--- src/rtl/fetch_pkg.sv ---
// fetch_pkg: shared front-end types for the fetch stage and instruction buffer.
package fetch_pkg;
  localparam int GH_DEFAULT = 8;
  typedef enum logic [1:0] {FETCH, WAIT, DRAIN} fetch_state_e;
  typedef struct packed {
    logic [31:0]           pc;
    logic [31:0]           inst;
    logic                  bp_pred_taken;
    logic [31:0]           bp_pred_target;
    logic [GH_DEFAULT-1:0] bp_ghr_snapshot;
  } fetch_pkt_t;
endpackage

--- src/rtl/fetch_unit.sv ---
// fetch_unit: single-outstanding instruction fetch feeding the fetch-to-decode buffer.
module fetch_unit
  import fetch_pkg::*;
#(
  parameter int          GH       = GH_DEFAULT,
  parameter logic [31:0] RESET_PC = 32'h0000_0000
) (
  input  logic          clock,
  input  logic          reset,
  input  logic          redirect_i,
  input  logic [31:0]   redirect_pc_i,
  output logic          imem_req_o,
  output logic [31:0]   imem_addr_o,
  input  logic          imem_gnt_i,
  input  logic          imem_rvalid_i,
  input  logic [31:0]   imem_rdata_i,
  output logic [31:0]   bp_pc_o,
  input  logic          bp_pred_taken_i,
  input  logic [31:0]   bp_pred_target_i,
  input  logic [GH-1:0] bp_ghr_i,
  input  logic          ib_full_i,
  output logic          ib_push_o,
  output logic [31:0]   ib_pc_o,
  output logic [31:0]   ib_inst_o,
  output logic          ib_pred_taken_o,
  output logic [31:0]   ib_pred_target_o,
  output logic [GH-1:0] ib_ghr_o
);
  fetch_state_e state_q;
  logic [31:0]  pc_q, pc_d;
  logic         out_valid_q, grant, push;
  fetch_pkt_t   fly_q, out_q;
  // Issue only when the output register is free or drains this cycle, so a response always has a slot.
  assign imem_req_o  = !reset && !redirect_i && state_q == FETCH && (!out_valid_q || !ib_full_i);
  assign imem_addr_o = pc_q;
  assign bp_pc_o     = pc_q;
  assign grant       = imem_req_o && imem_gnt_i;
  assign push        = out_valid_q && !ib_full_i;
  assign pc_d        = bp_pred_taken_i ? {bp_pred_target_i[31:2], 2'b00} : pc_q + 32'd4;
  assign ib_push_o        = out_valid_q;
  assign ib_pc_o          = out_q.pc;
  assign ib_inst_o        = out_q.inst;
  assign ib_pred_taken_o  = out_q.bp_pred_taken;
  assign ib_pred_target_o = out_q.bp_pred_target;
  assign ib_ghr_o         = GH'(out_q.bp_ghr_snapshot);
  always_ff @(posedge clock) begin
    if (reset) begin
      state_q     <= FETCH;
      pc_q        <= RESET_PC;
      out_valid_q <= 1'b0;
    end else if (redirect_i) begin
      pc_q        <= redirect_pc_i;
      out_valid_q <= 1'b0;
      state_q     <= (state_q == FETCH || imem_rvalid_i) ? FETCH : DRAIN;
    end else begin
      if (push) out_valid_q <= 1'b0;
      case (state_q)
        FETCH: if (grant) begin
          fly_q   <= '{pc: pc_q, inst: 32'h0, bp_pred_taken: bp_pred_taken_i,
                       bp_pred_target: bp_pred_target_i, bp_ghr_snapshot: GH_DEFAULT'(bp_ghr_i)};
          pc_q    <= pc_d;
          state_q <= WAIT;
        end
        WAIT: if (imem_rvalid_i) begin
          out_q       <= fly_q;
          out_q.inst  <= imem_rdata_i;
          out_valid_q <= 1'b1;
          state_q     <= FETCH;
        end
        default: if (imem_rvalid_i) state_q <= FETCH;
      endcase
    end
  end
endmodule

--- config.mk ---
export PLATFORM = sky130hd
export DESIGN_NAME = fetch_unit
export DESIGN_NICKNAME = d
export VERILOG_FILES = /design/src/rtl/fetch_pkg.sv /design/src/rtl/fetch_unit.sv
export SDC_FILE = /design/constraint.sdc
export NUM_CORES = 1
export LEC_CHECK = 0
export BUFFER_PORTS_ARGS = -buffer_cell sky130_fd_sc_hd__buf_4
export CAP_MARGIN = 20
export CORE_ASPECT_RATIO = 1.25
export CORE_MARGIN = 1.5
export CORE_UTILIZATION = 45
export DETAILED_ROUTE_END_ITERATION = 7
export PLACE_DENSITY = 0.76
export SYNTH_ARGS = -nofsm -noshare
export SYNTH_HDL_FRONTEND = slang
export SYNTH_SLANG_ARGS = --single-unit
--- constraint.sdc ---
create_clock -name clock -period 3.5 [get_ports clock]
set_clock_uncertainty 0.05 [all_clocks]
set_input_delay 0.35 -clock clock [delete_from_list [all_inputs] [get_ports clock]]
set_output_delay 0.35 -clock clock [all_outputs]
set_load 0.02 [all_outputs]
**Yosys cells after proc, flatten, opt, wreduce, memory -nomap -nowiden**

Cells that the tools add are included.

- Bits of input ports: 111
- Output and inout bits: 171
- Latch bits: 0
- Memories kept: 0
- Memory bits (writable): 0
- Register bits after elaboration: 213
- Memory bits (read-only): 0

- $mul: 0
- Reductions and logical operators: 20
- Equal/unequal tests: 2
- Order comparisons: 0
- Shift operators: 0
- Add/sub/neg operators: 1
- Bitwise operators: 2
- Div/mod/pow operators: 0
- Multiplexer cells: 12

Operators by type and width:

| cell | number |
|---|---|
| $mux W32 | 4 |
| $add A32 B3 Y32 const B | 1 |
| $mux W2 | 5 |
| $reduce_and A4 Y1 | 2 |
| $logic_and A1 B1 Y1 | 5 |
| $logic_not A1 Y1 | 4 |
| $reduce_and A2 Y1 | 2 |
| $reduce_bool A2 Y1 | 2 |
| $mux W1 | 3 |
| $ne A3 B3 Y1 const B | 1 |
| $reduce_bool A3 Y1 | 1 |
| $eq A2 B1 Y1 const B | 1 |
| $logic_not A2 Y1 | 1 |
| $logic_or A1 B1 Y1 | 2 |
| $not A1 Y1 | 2 |
| $reduce_or A2 Y1 | 1 |

**Longest topological paths before layout**

Gate-level depths: netlist of run 1.

- Word-level depth: 8
- Mapped depth: 8
- Gate-level depth less buffers: 6

**Worst setup path before layout of run 1**

Ideal clock, no wire load.

- Kind: input port to flip-flop
- Start: input port redirect_i
- End: register out_q, in the netlist ib_ghr_o[0], enable pin
- Arrival: 3.146 ns
- Buffers on the path: 0
- Slack: -0.173 ns
- Data required time: 2.973 ns
- Library setup time: 0.477 ns
- Cell stages on the path: 2
- Cell sequence: nor3_1 -> and3_1

- Word-level cells in the longest chain between the ends: 2

RTL lines:

| item | RTL line | RTL |
|---|---|---|
| start, declared | fetch_unit.sv:10 | `input logic redirect_i,` |
| $not A1 Y1 (no line) | n/a |  |
| $reduce_and A4 Y1 (no line) | n/a |  |
| end signal, assigned | fetch_unit.sv:65 | `out_q <= fly_q;` |
| end, declared | fetch_unit.sv:32 | `fetch_pkt_t fly_q, out_q;` |

No other way between the ends.
A chain may end at the register's enable or synchronous reset.

**Worst setup path in the final report of run 1**

- Start: register pc_q[6], in the netlist bp_pc_o[6]
- End: register pc_q[29], in the netlist bp_pc_o[29]

- Word-level cells in the longest chain between the ends: 5

RTL lines:

| item | RTL line | RTL |
|---|---|---|
| start, declared | fetch_unit.sv:30 | `logic [31:0] pc_q, pc_d;` |
| start signal, assigned | fetch_unit.sv:52 | `pc_q <= redirect_pc_i;` |
| start signal, assigned | fetch_unit.sv:61 | `pc_q <= pc_d;` |
| $add A32 B3 Y32 | fetch_unit.sv:39 | `assign pc_d = bp_pred_taken_i ? {bp_pred_target_i[31:2], 2'b00} : pc_q + 32'd4;` |
| $mux W32 | fetch_unit.sv:39 |  |
| $mux W32 | fetch_unit.sv:58 | `FETCH: if (grant) begin` |
| $mux W32 | fetch_unit.sv:57 | `case (state_q)` |
| $mux W32 | fetch_unit.sv:51 | `end else if (redirect_i) begin` |

No other way between the ends. The select of a mux whose other input is x is not followed.

==> out/results.tsv, run 1 <==
metric	value	unit
status	completed	
routedWlPerCell	19.97	µm
ys_warn_count	0	
worstReg2RegEnd	bp_pc_o[29]$_SDFFE_PP0P_	
clock-root-buffer	clkbuf_16	
fin_util	64.97	%
insertedDiodeCount	0	
fin_crit	2.341	ns
cts_buffers	20	
crit_arrival	2.68	ns
hold_viol	0	
min_from	bp_pred_target_i[14]	
coreArea	17360	µm²
dpl.hpwl	14.45	mm
crit_type	reg -> reg	
grt_pass1_vias	5439	
seq_power_share	53.6	%
cp-end-kind	register	
ys_ff_latch	213	
grtUsageTotal	22.03	%
multi_input_area	1501	µm²
r2r_cells	5	
maxCapViolations	0	
reg2reg_from	bp_pc_o[6]$_SDFFE_PP0P_	
overflow	0	
final_cell_count_no_fill	1069	
fmax	427.1	MHz
synth-edff-count	178	
switching_share	21.88	%
hold_path.class	in -> reg	
die_w	121.6	µm
worst_slew_pin_slew	0.6733	ns
hold_end	fly_q[22]$_DFFE_PP_	
dp.cells	973	
clock_sinks	213	
fp.dieH	151.2	µm
clk_path_buf_depth	3	
gp_congestion	0.8729	
num-fill-cells	1254	
power_frac_comb	8.9	%
internal-power	4188	µW
drv_slew	0	
final_antenna_net_count	0	
drive_gt1_share	39.41	%
r2r_setup_slack	1.16	ns
setup_viol	0	
synth_nets	623	
firstDrtPassIters	5	
ys.flop_type	edfxtp_1	
synth-async-reset-ratio	0	%
grt_max_degree	56	
avgSynthCellArea	15.47	µm²
cts_setup_buffers	0	
p_sw	1173	µW
nets	943	
drt_first_iter_violations	555	
power.density	475.2	nW/µm²
whs_path_depth	1	
slew_headroom	55.07	%
rsz0062_at_grt	no	
dr_total_vias	5819	
worstSkewPairLatency	0.48	ns
path_clk_slew	0.06	ns
seq_area_frac_synth	76.46	%
cp_max_fo	12	
area_growth	42.67	%
vdd_ir_drop_max	0.2689	mV
portBuffers	281	
rows	54	
via_per_inst	5.443	
die_area	18380	µm²
cp-start-kind	register	
fin_crit_sh	66.89	%
clockPowerShare	37.5	%
htreeDepth	1	
grt_pass1_wl	30.61	mm
regArea	6046	µm²
setup_tns	0	ns
antenna_found_initial	0	
drt_wl_total	21.35	mm
syn_area	7908	µm²
cts_tree	built	
power_leakage	0.004377	µW
synth_cell_types	58	
cp_data_required_time	3.84	ns
syn_inst	511	
io_pins	282	
drc	0	
initial_core_util	45.54	%
## registers in the layout, summed over array words and instances, names as in the netlist
name,cells
fly_q,73
bp_pc_o,32
ib_inst_o,32
ib_pc_o,32
ib_pred_target_o,32
ib_ghr_o,8
state_q,2
ib_pred_taken_o,1
ib_push_o,1
## cell usage after synthesis, drive strengths merged (4+ instances only)
library cell / count / area, µm²
edfxtp: 178 / 5345
buf: 39 / 271.5
dfxtp: 35 / 700.7
nand2: 24 / 90.09
a21oi: 22 / 110.1
nor2: 20 / 75.07
nand3: 17 / 85.08
nor3: 17 / 85.08
o21ai: 17 / 85.08
clkbuf: 16 / 60.06
o221ai: 13 / 113.9
and3: 9 / 56.30
a211oi: 8 / 60.06
inv: 8 / 30.03
nand4: 8 / 71.32
a311oi: 5 / 43.79
nor4: 5 / 46.29
o31ai: 5 / 37.54
a221oi: 4 / 35.03
a22oi: 4 / 30.03
a31oi: 4 / 25.02
mux2i: 4 / 40.04
o22ai: 4 / 25.02
## worst max-delay path: stages (launching register included)
cell	delay, ns
dfxtp_1	0.60
nand4_4	0.25
or4_4	0.63
o41ai_2	0.34
a21oi_1	0.12
a311oi_1	0.26
## logic make-up after synthesis
family          synth area share, %
simple gates                  7.848
flops                         76.46
compound gates                9.541
mux                          0.9335
xor+xnor                     0.4431
fa+ha+maj                    0.1582
buf+inv                       4.620
## power by group through the flow
stage / sequential [µW] / combinational [µW] / clock (µW)
2_1_floorplan: 2940 / 188 / 0
3_3_place_gp: 2920 / 412 / 0
5_1_grt: 2880 / 508 / 2140
4_1_cts: 2870 / 470 / 2030
3_5_place_dp: 2930 / 418 / 0
6_report: 2870 / 478 / 2010
## per-stage QoR
step	setup WS, ns	total power [µW]	cell area, µm²	hold WS, ns
5_1_grt	0.9549	5526	11280	0.001976
6_report	1.159	5361	11280	0.01140
3_5_place_dp	1.139	3345	10080	0.3545
4_1_cts	1.190	5375	11230	0.00004377
2_1_floorplan	0.8465	3124	7909	0.3503
3_3_place_gp	1.214	3333	10080	0.3501
## timing repair
| action | in CTS | in global routing |
|---|---|---|
| gates resized for setup | 0 | 0 |
| hold endpoints to repair | 55 | 5 |
| hold buffers | 55 | 5 |
## cell type report
class,count,share of cell area [%]
Timing Repair Buffer,353,24.93
Clock inverter,5,0.1996
Multi-Input combinational cell,234,13.31
Clock buffer,31,5.168
Tap cell,224,2.484
Sequential cell,213,53.59
Inverter,9,0.3216
## layer usage
metal,track usage [%],vias up,share of wire [%]
met4,6.176,0,1.5
met2,39.29,363,52
met1,27.88,2813,37
met5,0,-,0
met3,3.389,30,8.7
li1,-,2613,-
## worst max-delay path by stage
stage                                   startpoint                             end  slack [ns]  cells past startpoint
after floorplan                         redirect_i         bp_pc_o[4]$_SDFFE_PP0P_        0.85                      7
after CTS                 bp_pc_o[16]$_SDFFE_PP0P_        bp_pc_o[29]$_SDFFE_PP0P_        1.19                      5
final                      bp_pc_o[6]$_SDFFE_PP0P_        bp_pc_o[29]$_SDFFE_PP0P_        1.16                      5
after global placement                  redirect_i  ib_pred_target_o[12]$_DFFE_PP_        1.21                      4
after detailed placement                redirect_i  ib_pred_target_o[13]$_DFFE_PP_        1.14                      4
after global routing       bp_pc_o[3]$_SDFFE_PP0P_        bp_pc_o[18]$_SDFFE_PP0P_        0.95                      5
## layout by cell type, fill, tap and decap left out, types with 3 or more instances in the layout
master	synthesis	routed
a221oi_1	4	4
clkinv_2	0	3
a22oi_1	4	4
nand2b_1	3	3
a211oi_1	8	8
o211ai_1	3	3
o22ai_1	4	4
dfxtp_1	35	35
a21oi_1	22	22
nand2_1	24	24
dlygate4sd3_1	0	60
nand4_1	6	6
and3_1	9	8
nor4_1	4	4
a311oi_1	5	5
clkbuf_1	16	8
a31oi_1	4	4
o31ai_1	5	5
buf_4	32	292
o221ai_1	13	13
nand3_1	17	17
clkbuf_16	0	21
clkinv_1	1	3
o21ai_0	17	17
mux2i_1	4	4
mux2_2	3	3
a41oi_1	3	3
inv_1	8	7
nor2_1	20	20
nor3_1	17	17
edfxtp_1	178	178
xnor2_1	3	3
Note: power is estimated with default switching activity, not from simulation.
==> run 2, diff against run 1 <==
CORE_UTILIZATION = 49   (was 45)
PLACE_DENSITY = 0.79   (was 0.76)
clock period = 2.4 ns   (was 3.5 ns; I/O delays follow)
==> run 2 against run 1 <==
Die area down 8.0%; via count up 4.5%; sequential share of layout area down 1.8 points; non-clock buffer count up 38; clock power up 56%; setup slack worse by 0.96 ns; largest power group unchanged; final cell count up 2.5%; register-to-register slack worse by 0.96 ns; core utilization up 9.3 points; total power up 51%; global-route usage up 4.8 points.
==> out/results.tsv, run 2 (same netlist as run 1, synthesis figures left out) <==
metric	value	unit	change
status	completed		
grt_max_degree	78		+39%
power_leakage	0.004556	µW	+4.1%
final_cell_count_no_fill	1096		+2.5%
clk_path_buf_depth	3		unchanged
dpl.hpwl	15.31	mm	+6.0%
num-fill-cells	990		-21%
cts_setup_buffers	0		unchanged
firstDrtPassIters	6		+1
maxCapViolations	0		unchanged
antenna_found_initial	0		unchanged
worstSkewPairLatency	0.49	ns	about the same
hold_viol	0		unchanged
dp_slack	0.3130	ns	-0.8261 ns
setup_tns	0	ns	unchanged
setup_viol	0		unchanged
gp_congestion	0.8847		+1.4%
fin_crit	2.201	ns	-0.1403 ns
crit_type	reg -> reg		
timing.hold.ws	0.01403	ns	+0.002629 ns
crit_chain	nand4_1 -> buf_4 -> nor4_4 -> nand2b_1 -> nor2_1 -> a41oi_1		
grt_pass1_wl	34.52	mm	+13%
rsz0062_at_grt	no		
cpPeakStageDelay	0.54	ns	-0.09 ns
min_from	redirect_pc_i[11]		
fmax	454.4	MHz	+6.4%
final_cell_mix	buf_4, edfxtp_1, dlygate4sd3_1		
io_pins	282		unchanged
drt_first_iter_violations	734		+32%
htreeDepth	1		unchanged
dp.cells	975		+0.21%
rows	51		-5.6%
cp_data_required_time	2.69	ns	-1.15 ns
grtUsageTotal	26.82	%	+4.8 points
ctsResizeCount	0		unchanged
reg2reg_from	bp_pc_o[16]$_SDFFE_PP0P_		
largest_register_ff_count	73		unchanged
layout_commonest_cell	buf_4		
power.density	692.6	nW/µm²	+46%
area_growth	47.52	%	
fp.dieH	145.0	µm	-4.1%
clock-root-buffer	clkbuf_16		
worst_slew_pin_slew	0.5641	ns	-0.1091 ns
worst_path_max_delay_cell	nor4_4		
crit_buf_inv	1		+1
die_w	116.6	µm	-4.1%
nets	981		+4.0%
cp-start-kind	register		
initial_core_util	50.37	%	+4.8 points
routedWlPerCell	21.21	µm	+6.2%
power	8080	µW	+51%
coreArea	15700	µm²	-9.6%
r2r_setup_slack	0.20	ns	-0.96 ns
multi_input_area	1501	µm²	unchanged
vdd_ir_drop_max	0.4791	mV	+78%
hold_path.class	in -> reg		
overflow	0		unchanged
regArea	6046	µm²	unchanged
fin_crit_sh	91.70	%	+25 points
cp_max_fo	9		-3
drt_wl_total	23.25	mm	+8.9%
path_delay_family	simple AND/OR/NAND/NOR gates		
cp-end-kind	register		
cts_buffers	20		unchanged
crit_arrival	2.49	ns	-0.19 ns
die_area	16910	µm²	-8.0%
slew_headroom	62.11	%	+7.0 points
grt_pass1_vias	6049		+11%
drive_gt1_share	39.30	%	-0.11 points
path_clk_slew	0.07	ns	about the same
setup_ws	0.1991	ns	-0.9597 ns
portBuffers	281		unchanged
critPathLaunch	bp_pc_o[16]$_SDFFE_PP0P_		
regMostFlops	fly_q		
drv_slew	0		unchanged
final_antenna_net_count	0		unchanged
dr_total_vias	6079		+4.5%
clock_sinks	213		unchanged
drc	0		unchanged
cts_tree	built		
via_per_inst	5.547		+1.9%
==> run 2: worst paths after layout <==
check | end | depth (start not counted)
min reg2reg | ib_pc_o[22]$_DFFE_PP_ | 0
max | bp_pc_o[28]$_SDFFE_PP0P_ | 6
min | bp_pc_o[11]$_SDFFE_PP0P_ | 3
max reg2reg | bp_pc_o[28]$_SDFFE_PP0P_ | 6
==> run 2: cell type report <==
class                           instances  area share (%)
Antenna cell                            1         0.02145
Tap cell                              212           2.274
Inverter                                9          0.3111
Sequential cell                       213           51.83
Clock buffer                           27           4.698
Multi-Input combinational cell        234           12.87
Clock inverter                          9          0.8152
Timing Repair Buffer                  391           27.18
==> run 2: through the flow <==
step / area, µm² / util, %
5_1_grt: 11660 / 74.29
4_1_cts: 11660 / 74.29
2_1_floorplan: 7915 / -
6_report: 11660 / 74.31
3_3_place_gp: 10180 / 64.84
3_5_place_dp: 10180 / 64.84
==> run 2: routing by layer <==
metal	vias up	part of all wire [%]	global-route usage [%]
met5	-	0	0
met4	0	2.3	7.349
met1	2939	37	33.29
li1	2693	-	-
met3	49	9.6	4.678
met2	398	52	47.82
==> run 2: what timing repair did <==
item / 4_1_cts / 5_1_grt
hold buffers: 84 / 0
endpoints found under the setup margin: 0 / 0
endpoints found under the hold margin: 85 / 0
==> run 2: worst register-to-register path, delay by kind of cell, from the launching register on <==
family,cells,cell delay (ns)
AO/OA/AOI/OAI,1,0.17
buffers and inverters,1,0.19
flip-flops,1,0.50
AND/OR/NAND/NOR,4,1.13
==> run 2: where the power goes <==
group | switching, µW | internal (µW)
clock network | 1310 | 1820
registers | 92.7 | 4080
logic | 378 | 396
total | 1780 | 6300
==> run 3, diff against run 2 <==
CORE_UTILIZATION = 51   (was 49)
CTS_BUF_LIST = sky130_fd_sc_hd__clkbuf_8   (was unset)
PLACE_DENSITY = 0.82   (was 0.79)
SKIP_LAST_GASP = 1   (was unset)
==> run 3 against run 2 <==
The flow now finishes with violations (DRC); sequential cell count unchanged; first-iteration DRC count fell by 8.4%; clock power decreased by 13%; worst hold slack better by 0.0040 ns; wire length increased by 5.6%; final cell count increased by 2.6%.
==> out/results.tsv, run 3 (same netlist as run 1, synthesis figures left out) <==
metric	value	unit	change
hold_path.class	in -> reg		
nets	1002		+2.1%
clock-root-buffer	clkbuf_8		
htreeDepth	1		unchanged
clk_path_buf_depth	3		unchanged
via_per_inst	5.581		+0.62%
cp_max_fo	9		unchanged
clockPowerShare	35.3	%	-3.5 points
p_sw	1846	µW	+3.6%
fin_crit	2.258	ns	+0.05728 ns
vdd_ir_drop_max	0.4377	mV	-8.6%
maxCapViolations	0		unchanged
rows	50		-2.0%
grt_pass1_wl	35.45	mm	+2.7%
grt_pass1_vias	6171		+2.0%
power_frac_comb	10.6	%	+1.0 points
io_pins	282		unchanged
dpl.hpwl	15.32	mm	about the same
largest_register_ff_count	73		unchanged
fp.dieH	142.2	µm	-1.9%
clock_sinks	213		unchanged
routedWlPerCell	21.83	µm	+2.9%
cts_tree	built		
cp-start-kind	register		
die_w	114.4	µm	-1.9%
drv_slew	0		unchanged
fin_util	77.61	%	+3.3 points
overflow	0		unchanged
firstDrtPassIters	8		+2
drc	1		+1
drt_first_iter_violations	672		-8.4%
drt_wl_total	24.54	mm	+5.6%
drive_gt1_share	39.17	%	-0.13 points
crit_type	reg -> reg		
die_area	16270	µm²	-3.8%
setup_tns	0	ns	unchanged
antenna_found_initial	2		+2
post-route-cell-area	11700	µm²	+0.31%
worst_slew_pin_slew	0.5416	ns	-0.02258 ns
crit_arrival	2.61	ns	+0.12 ns
dr_total_vias	6273		+3.2%
slew_headroom	63.76	%	+1.7 points
initial_core_util	52.45	%	+2.1 points
rsz0062_at_grt	no		
grtUsageTotal	29.04	%	+2.2 points
coreArea	15080	µm²	-4.0%
cts_setup_buffers	0		unchanged
path_clk_slew	0.07	ns	about the same
final_antenna_net_count	0		unchanged
cp_data_required_time	2.75	ns	+0.06 ns
fin_crit_sh	94.09	%	+2.4 points
status	complete, but fails checks		
grt_max_degree	57		-27%
hold_viol	0		unchanged
worstSkewPairLatency	0.57	ns	+0.08 ns
cts_buffers	30		+50%
area_growth	47.97	%	
placed_area	10180	µm²	about the same
final_cell_mix	buf_4, edfxtp_1, dlygate4sd3_1		
violations	DRC		
portBuffers	281		unchanged
internal-power	5854	µW	-7.0%
power_leakage	0.004647	µW	+2.0%
cp-end-kind	register		
gp_congestion	0.9374		+6.0%
setup_viol	0		unchanged
seq_power_share	54.1	%	+2.4 points
power.density	658.1	nW/µm²	-5.0%
regMostFlops	fly_q		
fmax	442.8	MHz	-2.5%
switching_share	23.97	%	+1.9 points
layout_commonest_cell	buf_4		
## run 3: cell count changes in the layout (fill, tap and decap cells not counted), moves of 2 or more
cell           delta
clkbuf_1          -6
clkbuf_8         +33
clkbuf_16        -21
inv_1            +16
dlygate4sd3_1    +10
clkinvlp_4        -2
## run 3: routing by layer
| metal | global-route usage, % | wire (µm) | share of wire, % |
|---|---|---|---|
| met1 | 33.98 | 8428 | 34 |
| met2 | 51.90 | 12740 | 52 |
| met3 | 6.175 | 2385 | 9.7 |
| met4 | 11.84 | 982 | 4.0 |
| met5 | 0 | 0 | 0 |
## run 3: repair_timing
action,CTS,global route
gates resized for setup,0,1
hold endpoints to repair,101,0
hold buffers,94,0
setup endpoints to repair,0,1
## run 3: worst paths after layout
kind | slack [ns] | to | from | cells after the start
min | 0.02 | bp_pc_o[20]$_SDFFE_PP0P_ | redirect_pc_i[20] | 4
max | 0.14 | bp_pc_o[28]$_SDFFE_PP0P_ | bp_pc_o[15]$_SDFFE_PP0P_ | 6
max reg2reg | 0.14 | bp_pc_o[28]$_SDFFE_PP0P_ | bp_pc_o[15]$_SDFFE_PP0P_ | 6
min reg2reg | 0.35 | ib_pc_o[16]$_DFFE_PP_ | fly_q[89]$_DFFE_PP_ | 0
## run 3: area by class of cell
cell class / instances / area, µm²
Clock buffer: 33 / 454.2
Clock inverter: 23 / 113.9
Timing Repair Buffer: 402 / 3278
Antenna cell: 2 / 5.005
Fill cell: 846 / 3376
Inverter: 9 / 36.28
Tap cell: 208 / 260.3
Multi-Input combinational cell: 234 / 1508
Sequential cell: 213 / 6046
## run 3: metrics by stage
step	total power [µW]	cells	hold slack, ns	setup slack, ns
3_3_place_gp	4886	972	0.3517	0.3806
2_1_floorplan	4555	511	0.2668	0.1662
5_1_grt	7910	1123	0.02203	0.1115
3_5_place_dp	4906	972	0.3545	0.2364
4_1_cts	7645	1122	0.003380	0.2003
6_report	7701	1124	0.01800	0.1418
## run 3: worst max-delay path: stages, from the launching register on
cell and delay [ns]:
dfxtp_1 0.51, nand4_1 0.19, buf_4 0.21, nor4_4 0.51, nand2b_1 0.15, nor2_1 0.31, a41oi_1 0.18
## run 3: power groups by stage
stage / sequential (µW) / clock, µW / combinational (µW)
after floorplan: 4280 / 0 / 275
after global placement: 4230 / 0 / 652
after detailed placement: 4240 / 0 / 665
after CTS: 4160 / 2690 / 795
after global routing: 4170 / 2880 / 855
final: 4170 / 2720 / 816
